===== src/rtl/rv32i_pkg.sv =====
// Shared RV32I decode definitions: opcode constants, ALU operation and
// immediate-format enums, and the per-opcode control decoder.
package rv32i_pkg;

  localparam logic [6:0] OPC_LUI    = 7'b0110111;
  localparam logic [6:0] OPC_AUIPC  = 7'b0010111;
  localparam logic [6:0] OPC_JAL    = 7'b1101111;
  localparam logic [6:0] OPC_JALR   = 7'b1100111;
  localparam logic [6:0] OPC_BRANCH = 7'b1100011;
  localparam logic [6:0] OPC_LOAD   = 7'b0000011;
  localparam logic [6:0] OPC_STORE  = 7'b0100011;
  localparam logic [6:0] OPC_OP_IMM = 7'b0010011;
  localparam logic [6:0] OPC_OP     = 7'b0110011;

  typedef enum logic [3:0] {
    ALU_ADD    = 4'd0,
    ALU_SUB    = 4'd1,
    ALU_SLL    = 4'd2,
    ALU_SLT    = 4'd3,
    ALU_SLTU   = 4'd4,
    ALU_XOR    = 4'd5,
    ALU_SRL    = 4'd6,
    ALU_SRA    = 4'd7,
    ALU_OR     = 4'd8,
    ALU_AND    = 4'd9,
    ALU_PASS_B = 4'd10
  } alu_op_e;

  typedef enum logic [2:0] {
    IMM_NONE = 3'd0,
    IMM_I    = 3'd1,
    IMM_S    = 3'd2,
    IMM_B    = 3'd3,
    IMM_U    = 3'd4,
    IMM_J    = 3'd5
  } imm_type_e;

  typedef struct packed {
    imm_type_e imm_type;
    alu_op_e   alu_op;
    logic      uses_rs1;
    logic      uses_rs2;
    logic      has_rd;
    logic      is_load;
    logic      illegal;
  } dec_ctrl_t;

  // Register-register and register-immediate arithmetic share funct3 coding;
  // only OP (not OP-IMM) may select SUB through instr[30].
  function automatic alu_op_e alu_from_funct(input logic [2:0] funct3,
                                             input logic       bit30,
                                             input logic       is_reg);
    alu_op_e op;
    case (funct3)
      3'b000:  op = (is_reg && bit30) ? ALU_SUB : ALU_ADD;
      3'b001:  op = ALU_SLL;
      3'b010:  op = ALU_SLT;
      3'b011:  op = ALU_SLTU;
      3'b100:  op = ALU_XOR;
      3'b101:  op = bit30 ? ALU_SRA : ALU_SRL;
      3'b110:  op = ALU_OR;
      default: op = ALU_AND;
    endcase
    return op;
  endfunction

  function automatic dec_ctrl_t decode_ctrl(input logic [31:0] instr);
    dec_ctrl_t c;
    c.imm_type = IMM_NONE;
    c.alu_op   = ALU_ADD;
    c.uses_rs1 = 1'b0;
    c.uses_rs2 = 1'b0;
    c.has_rd   = 1'b0;
    c.is_load  = 1'b0;
    c.illegal  = 1'b0;
    case (instr[6:0])
      OPC_OP: begin
        c.uses_rs1 = 1'b1;
        c.uses_rs2 = 1'b1;
        c.has_rd   = 1'b1;
        c.alu_op   = alu_from_funct(instr[14:12], instr[30], 1'b1);
      end
      OPC_OP_IMM: begin
        c.uses_rs1 = 1'b1;
        c.has_rd   = 1'b1;
        c.imm_type = IMM_I;
        c.alu_op   = alu_from_funct(instr[14:12], instr[30], 1'b0);
      end
      OPC_LOAD: begin
        c.uses_rs1 = 1'b1;
        c.has_rd   = 1'b1;
        c.imm_type = IMM_I;
        c.is_load  = 1'b1;
      end
      OPC_STORE: begin
        c.uses_rs1 = 1'b1;
        c.uses_rs2 = 1'b1;
        c.imm_type = IMM_S;
      end
      OPC_BRANCH: begin
        c.uses_rs1 = 1'b1;
        c.uses_rs2 = 1'b1;
        c.imm_type = IMM_B;
        case (instr[14:13])
          2'b10:   c.alu_op = ALU_SLT;
          2'b11:   c.alu_op = ALU_SLTU;
          default: c.alu_op = ALU_SUB;
        endcase
      end
      OPC_JAL: begin
        c.has_rd   = 1'b1;
        c.imm_type = IMM_J;
      end
      OPC_JALR: begin
        c.uses_rs1 = 1'b1;
        c.has_rd   = 1'b1;
        c.imm_type = IMM_I;
      end
      OPC_LUI: begin
        c.has_rd   = 1'b1;
        c.imm_type = IMM_U;
        c.alu_op   = ALU_PASS_B;
      end
      OPC_AUIPC: begin
        c.has_rd   = 1'b1;
        c.imm_type = IMM_U;
      end
      default: c.illegal = 1'b1;
    endcase
    return c;
  endfunction

endpackage


===== src/rtl/imm_gen.sv =====
// RV32I immediate generator: assembles the I/S/B/U/J immediate and
// sign-extends it to XLEN; IMM_NONE yields zero.
module imm_gen
  import rv32i_pkg::*;
#(
  parameter int XLEN = 32
) (
  input  logic [31:0]     instr,
  input  imm_type_e       imm_type,
  output logic [XLEN-1:0] imm
);

  logic [31:0] imm32;
  logic        unused_opcode_bits;

  assign unused_opcode_bits = ^instr[6:0];

  always_comb begin
    imm32 = '0;
    case (imm_type)
      IMM_I:   imm32 = {{20{instr[31]}}, instr[31:20]};
      IMM_S:   imm32 = {{20{instr[31]}}, instr[31:25], instr[11:7]};
      IMM_B:   imm32 = {{19{instr[31]}}, instr[31], instr[7], instr[30:25], instr[11:8], 1'b0};
      IMM_U:   imm32 = {instr[31:12], 12'b0};
      IMM_J:   imm32 = {{11{instr[31]}}, instr[31], instr[19:12], instr[20], instr[30:21], 1'b0};
      default: imm32 = '0;
    endcase
  end

  generate
    if (XLEN > 32) begin : g_wide
      assign imm = {{(XLEN-32){imm32[31]}}, imm32};
    end else begin : g_narrow
      assign imm = imm32[XLEN-1:0];
    end
  endgenerate

endmodule


===== src/rtl/instruction_decode.sv =====
// RV32I decode stage with a one-entry EMPTY/FULL output register, load-use stall
// and flush. Define DECODE_WB_BYPASS_EN to forward same-cycle writeback data.
module instruction_decode
  import rv32i_pkg::*;
#(
  parameter int XLEN       = 32,
  parameter int REG_ADDR_W = 5
) (
  input  logic                  clk,
  input  logic                  rst,
  input  logic                  i_if_valid,
  input  logic [31:0]           i_if_instr,
  input  logic [XLEN-1:0]       i_if_pc,
  output logic                  o_if_ready,
  output logic [REG_ADDR_W-1:0] o_rd_addr_1,
  output logic [REG_ADDR_W-1:0] o_rd_addr_2,
  input  logic [XLEN-1:0]       i_rd_data_1,
  input  logic [XLEN-1:0]       i_rd_data_2,
  input  logic                  i_wb_we,
  input  logic [REG_ADDR_W-1:0] i_wb_addr,
  input  logic [XLEN-1:0]       i_wb_data,
  input  logic                  i_flush,
  output logic                  o_ex_valid,
  input  logic                  i_ex_ready,
  output logic [XLEN-1:0]       o_ex_pc,
  output logic [XLEN-1:0]       o_ex_rs1_val,
  output logic [XLEN-1:0]       o_ex_rs2_val,
  output logic [XLEN-1:0]       o_ex_imm,
  output logic [REG_ADDR_W-1:0] o_ex_rd,
  output logic [3:0]            o_ex_alu_op,
  output logic                  o_ex_is_load,
  output logic                  o_ex_illegal
);

  typedef enum logic {
    ST_EMPTY = 1'b0,
    ST_FULL  = 1'b1
  } state_e;

  state_e                state_q, state_d;
  logic [XLEN-1:0]       ex_pc_q, ex_pc_d;
  logic [XLEN-1:0]       ex_rs1_val_q, ex_rs1_val_d;
  logic [XLEN-1:0]       ex_rs2_val_q, ex_rs2_val_d;
  logic [XLEN-1:0]       ex_imm_q, ex_imm_d;
  logic [REG_ADDR_W-1:0] ex_rd_q, ex_rd_d;
  logic [3:0]            ex_alu_op_q, ex_alu_op_d;
  logic                  ex_is_load_q, ex_is_load_d;
  logic                  ex_illegal_q, ex_illegal_d;

  dec_ctrl_t             ctrl;
  logic [REG_ADDR_W-1:0] rs1_idx, rs2_idx, rd_idx;
  logic [XLEN-1:0]       imm;
  logic                  wb_match_1, wb_match_2;
  logic                  load_use, hazard, accept;
  logic [XLEN-1:0]       rs1_val, rs2_val;

  assign rs1_idx = REG_ADDR_W'(i_if_instr[19:15]);
  assign rs2_idx = REG_ADDR_W'(i_if_instr[24:20]);
  assign rd_idx  = REG_ADDR_W'(i_if_instr[11:7]);

  assign o_rd_addr_1 = rs1_idx;
  assign o_rd_addr_2 = rs2_idx;

  always_comb ctrl = decode_ctrl(i_if_instr);

  imm_gen #(.XLEN(XLEN)) u_imm_gen (
    .instr    (i_if_instr),
    .imm_type (ctrl.imm_type),
    .imm      (imm)
  );

  // Only sources the instruction actually reads can create a dependency.
  assign wb_match_1 = i_wb_we && ctrl.uses_rs1 && (rs1_idx != '0) && (i_wb_addr == rs1_idx);
  assign wb_match_2 = i_wb_we && ctrl.uses_rs2 && (rs2_idx != '0) && (i_wb_addr == rs2_idx);

  assign load_use = (state_q == ST_FULL) && ex_is_load_q && (ex_rd_q != '0) &&
                    ((ctrl.uses_rs1 && (ex_rd_q == rs1_idx)) ||
                     (ctrl.uses_rs2 && (ex_rd_q == rs2_idx)));

`ifdef DECODE_WB_BYPASS_EN
  assign hazard = i_if_valid && load_use;

  always_comb begin
    rs1_val = '0;
    rs2_val = '0;
    if (ctrl.uses_rs1 && rs1_idx != '0) rs1_val = wb_match_1 ? i_wb_data : i_rd_data_1;
    if (ctrl.uses_rs2 && rs2_idx != '0) rs2_val = wb_match_2 ? i_wb_data : i_rd_data_2;
  end
`else
  logic unused_wb_data;
  assign unused_wb_data = ^i_wb_data;

  // Without forwarding, wait one cycle for the register file to absorb the write.
  assign hazard = i_if_valid && (load_use || wb_match_1 || wb_match_2);

  always_comb begin
    rs1_val = '0;
    rs2_val = '0;
    if (ctrl.uses_rs1 && rs1_idx != '0) rs1_val = i_rd_data_1;
    if (ctrl.uses_rs2 && rs2_idx != '0) rs2_val = i_rd_data_2;
  end
`endif

  assign o_if_ready = ((state_q == ST_EMPTY) || i_ex_ready) && !hazard && !i_flush;
  assign accept     = i_if_valid && o_if_ready;

  always_comb begin
    state_d      = state_q;
    ex_pc_d      = ex_pc_q;
    ex_rs1_val_d = ex_rs1_val_q;
    ex_rs2_val_d = ex_rs2_val_q;
    ex_imm_d     = ex_imm_q;
    ex_rd_d      = ex_rd_q;
    ex_alu_op_d  = ex_alu_op_q;
    ex_is_load_d = ex_is_load_q;
    ex_illegal_d = ex_illegal_q;

    if (i_flush) begin
      state_d = ST_EMPTY;
    end else if (accept) begin
      state_d = ST_FULL;
    end else if (i_ex_ready) begin
      state_d = ST_EMPTY;
    end

    if (accept) begin
      ex_pc_d      = i_if_pc;
      ex_rs1_val_d = rs1_val;
      ex_rs2_val_d = rs2_val;
      ex_imm_d     = imm;
      ex_rd_d      = ctrl.has_rd ? rd_idx : '0;
      ex_alu_op_d  = ctrl.alu_op;
      ex_is_load_d = ctrl.is_load;
      ex_illegal_d = ctrl.illegal;
    end
  end

  always_ff @(posedge clk) begin
    if (rst) begin
      state_q      <= ST_EMPTY;
      ex_pc_q      <= '0;
      ex_rs1_val_q <= '0;
      ex_rs2_val_q <= '0;
      ex_imm_q     <= '0;
      ex_rd_q      <= '0;
      ex_alu_op_q  <= '0;
      ex_is_load_q <= 1'b0;
      ex_illegal_q <= 1'b0;
    end else begin
      state_q      <= state_d;
      ex_pc_q      <= ex_pc_d;
      ex_rs1_val_q <= ex_rs1_val_d;
      ex_rs2_val_q <= ex_rs2_val_d;
      ex_imm_q     <= ex_imm_d;
      ex_rd_q      <= ex_rd_d;
      ex_alu_op_q  <= ex_alu_op_d;
      ex_is_load_q <= ex_is_load_d;
      ex_illegal_q <= ex_illegal_d;
    end
  end

  assign o_ex_valid   = (state_q == ST_FULL);
  assign o_ex_pc      = ex_pc_q;
  assign o_ex_rs1_val = ex_rs1_val_q;
  assign o_ex_rs2_val = ex_rs2_val_q;
  assign o_ex_imm     = ex_imm_q;
  assign o_ex_rd      = ex_rd_q;
  assign o_ex_alu_op  = ex_alu_op_q;
  assign o_ex_is_load = ex_is_load_q;
  assign o_ex_illegal = ex_illegal_q;

endmodule


===== config.mk =====
export PLATFORM = sky130hd
export DESIGN_NAME = instruction_decode
export DESIGN_NICKNAME = d
export VERILOG_FILES = /design/src/rtl/rv32i_pkg.sv /design/src/rtl/imm_gen.sv /design/src/rtl/instruction_decode.sv
export SDC_FILE = /design/constraint.sdc
export NUM_CORES = 1
export LEC_CHECK = 0
export ABC_AREA = 1
export ABC_CLOCK_PERIOD_IN_PS = 4000
export BUFFER_PORTS_ARGS = -buffer_cell sky130_fd_sc_hd__buf_2
export CAP_MARGIN = 20
export CORE_AREA = 2 2 123 125
export CTS_BUF_LIST = sky130_fd_sc_hd__clkbuf_8
export DETAILED_ROUTE_END_ITERATION = 10
export DIE_AREA = 0 0 125 127
export PLACE_DENSITY = 0.83
export SYNTH_ARGS = -nofsm -noshare
export SYNTH_HDL_FRONTEND = slang
export SYNTH_SLANG_ARGS = --single-unit

===== constraint.sdc =====
create_clock -name clk -period 4 [get_ports clk]
set_input_delay 0.2 -clock clk [delete_from_list [all_inputs] [get_ports clk]]
set_output_delay 0.2 -clock clk [all_outputs]
set_load 0.05 [all_outputs]

==> results.json <==
{
  "cts.clk_slew.worst_paths_ns": 0.08,
  "cpPeakStageDelay_ns": 0.70,
  "crit_path_end_kind": "flip-flop",
  "crit_arrival_ns": 3.06,
  "core_area_um2": 14400,
  "clock_sinks": 140,
  "cp_top_family": "simple AND/OR/NAND/NOR gates",
  "reg2reg_from": "o_ex_rd[1]",
  "ir_worst_vdd_uv": 192,
  "leakagePower_nw": 5.38,
  "filler_cell_count": 1293,
  "clock_skew_ns": 0.0136,
  "drive_gt1_share_pct": 24.1,
  "fin_crit_sh_pct": 66.9,
  "die_h_um": 127,
  "start_util_pct": 49.9,
  "layout.nets": 1583,
  "timing.critical_path.mode_cell": "nand2_1",
  "htreeDepth": 4,
  "cp_slowest_cell": "nand4_4",
  "syn_to_final_growth_pct": 29.5,
  "outcome": "complete, no violations",
  "avgSynthCellArea_um2": 6.31,
  "worst_hold_path.num_cells": 3,
  "worstSetupStartpoint": "o_ex_rd[1]",
  "synth_area_leader_cell": "dfxtp_1",
  "syn_inst": 1139,
  "numPortBuffers": 289,
  "power.density_nw_per_um2": 376,
  "firstDrtPassIters": 5,
  "cts_resized": 0,
  "drv_slew": 0,
  "grt_max_degree": 69,
  "placed_area_um2": 8530,
  "min_period_ns": 2.67,
  "antenna_found_initial": 0,
  "fp.dieArea_um2": 15900,
  "ios": 322,
  "synth_top_area_share_pct": 39.0,
  "ff2ff_path_depth": 11,
  "rsz0062_at_grt": "no",
  "critical_path_buf_inv_count": 2,
  "cts-root-buf": "clkbuf_8",
  "drtAntennaViolNets": 0,
  "overflow": 0,
  "drtIter0Drc": 404,
  "max_slew_margin_pct": 33.9,
  "async_reset_ff_share_pct": 0,
  "ys_types": 35,
  "drv_cap": 0,
  "critPathKind": "flip-flop to flip-flop",
  "crit_required_ns": 4.39,
  "finalSetupTns_ns": 0,
  "wl_per_cell_um": 12.7,
  "ys_ff_latch": 140,
  "die_width_um": 125,
  "start_kind": "flip-flop",
  "avgViaCountPerCell": 4.71,
  "ys_warn_count": 0,
  "synth_edf_count": 0,
  "cp_max_fo": 58,
  "synth_area_leaders": "dfxtp_1, nand2_1, nor2_1",
  "clk_latency_ns": 0.44,
  "multi_input_area_um2": 3150,
  "place_congestion": 0.875,
  "num_rows": 44,
  "fin_area_um2": 9310,
  "path_depth": 11,
  "crit_end": "o_ex_valid",
  "synth.yosys.seq_area_share_pct": 39.0,
  "grt_pass1_vias": 6785,
  "dpl.hpwl_um": 14200,
  "drc_errors": 0,
  "drt_wl_total_um": 20500,
  "hold_viol": 0,
  "synth.top_cells.by_count": "nand2_1, nor2_1, inv_1, dfxtp_1, o21ai_1",
  "grt_usage_pct": 25.0,
  "num_vias": 7586,
  "cts_buffer_depth": 2,
  "reg2reg_to": "o_ex_valid",
  "ys_dominant_reg_cell": "dfxtp_1",
  "syn-cell-area_um2": 7190,
  "seq_area_um2": 2800,
  "worstMarginPinSlew_ns": 0.985,
  "cts_tree": "built",
  "yosysMostFrequentCell": "nand2_1",
  "finalSetupViolations": 0,
  "diodes": 0,
  "holdCritPathClass": "primary input to flip-flop",
  "syn-num-nets": 1310,
  "ff2ff_setup_slack_ns": 1.33,
  "fmax_mhz": 374,
  "grt_pass1_wl_um": 32800,
  "cts_made_buffers": 17,
  "crit_chain": "inv_1, nand2_1, nand2_1, nand2_1, nor2_1, nand3_1, nand2_1, nand3_1, nand4_4, a21oi_1, dlygate4sd3_1"
}
[repair_timing]
item | CTS | global route
hold endpoints to repair | 30 | 0
setup endpoints to repair | 0 | 0
hold buffers | 31 | 0
buffers inserted | 0 | 0
[area by class of cell]
type                    count  area share (%)
inverters                 216            8.71
repair buffers            329            20.5
flip-flops and latches    140            30.1
well taps                 184            2.47
multi-input cells         708            33.8
clock buffers              18            2.66
clock inverters            14            1.81
[per-layer routing]
layer	wire [µm]	GRT usage [%]	up-vias
li1	-	-	3981
met1	8770	30.9	3278
met2	9500	41.8	296
met3	1810	7.54	31
met4	411	8.82	0
met5	0	0	-
[logic make-up (layout without fill, tap and decap cells)]
logic type	after synthesis	after routing	synth area share (%)
buffers and inverters	291	577	17.3
and+or+nand+nor	556	556	31.8
AOI/OAI and AO/OA	138	138	10.1
xor gates and xnor gates	14	14	1.70
DFF	140	140	39.0
[sequential cells by signal, indices dropped and copies added (netlist names)]
signal / flops
o_ex_valid: 1
o_ex_pc: 32
o_ex_imm: 32
o_ex_rs2_val: 32
o_ex_rd: 5
o_ex_illegal: 1
o_ex_alu_op: 4
o_ex_rs1_val: 32
o_ex_is_load: 1
[tightest hold or removal path, delay by kind of cell]
family                 cells  cell delay [ns]
buffers and inverters      1             0.08
and+or+nand+nor            2             0.16
[worst min path at each step]
| stage | start | endpoint | slack, ns |
|---|---|---|---|
| 2_1_floorplan | i_if_pc[0] | o_ex_pc[0] | 0.33 |
| 3_3_place_gp | i_if_pc[31] | o_ex_pc[31] | 0.42 |
| 3_5_place_dp | i_if_pc[25] | o_ex_pc[25] | 0.43 |
| 4_1_cts | i_if_pc[13] | o_ex_pc[13] | 0.003 |
| 5_1_grt | i_if_pc[24] | o_ex_pc[24] | 0.03 |
| 6_report | i_if_pc[24] | o_ex_pc[24] | 0.04 |
[placed cells by master, fill, tap and decap left out, types with 2 or more instances in the layout]
cell and instances:
nand4_1 38, dfxtp_1 140, buf_12 3, a21oi_1 38, clkbuf_8 18, o21ai_1 68, a21oi_2 3, clkinv_2 3
xor2_1 6, o21a_1 6, nand2_2 3, buf_4 5, nor3_1 5, dlygate4sd3_1 31, clkinvlp_4 3, xnor2_1 8
nor2_1 227, nand3_1 33, nor2_4 2, o21ai_0 15, nor2_2 2, inv_1 215, bufinv_16 3, o211ai_1 2
nand2_1 241, o22ai_1 3, clkinv_4 2, buf_2 288, buf_16 2
[metrics by stage]
step	util [%]	hold slack, ns	power (mW)	std cells	setup slack, ns
2_1_floorplan	-	0.335	2.10	1139	1.78
3_3_place_gp	59.1	0.423	2.29	1544	1.23
3_5_place_dp	59.1	0.428	2.30	1544	1.15
4_1_cts	64.2	0.00260	3.52	1607	1.31
5_1_grt	64.5	0.0312	3.66	1609	0.999
6_report	64.5	0.0386	3.50	1609	1.33
[where the power goes]
group,internal [mW],switching (mW)
clock,0.635,0.564
combinational,0.231,0.564
sequential,1.47,0.0390
total,2.33,1.17
(Power assumes the default switching activity.)
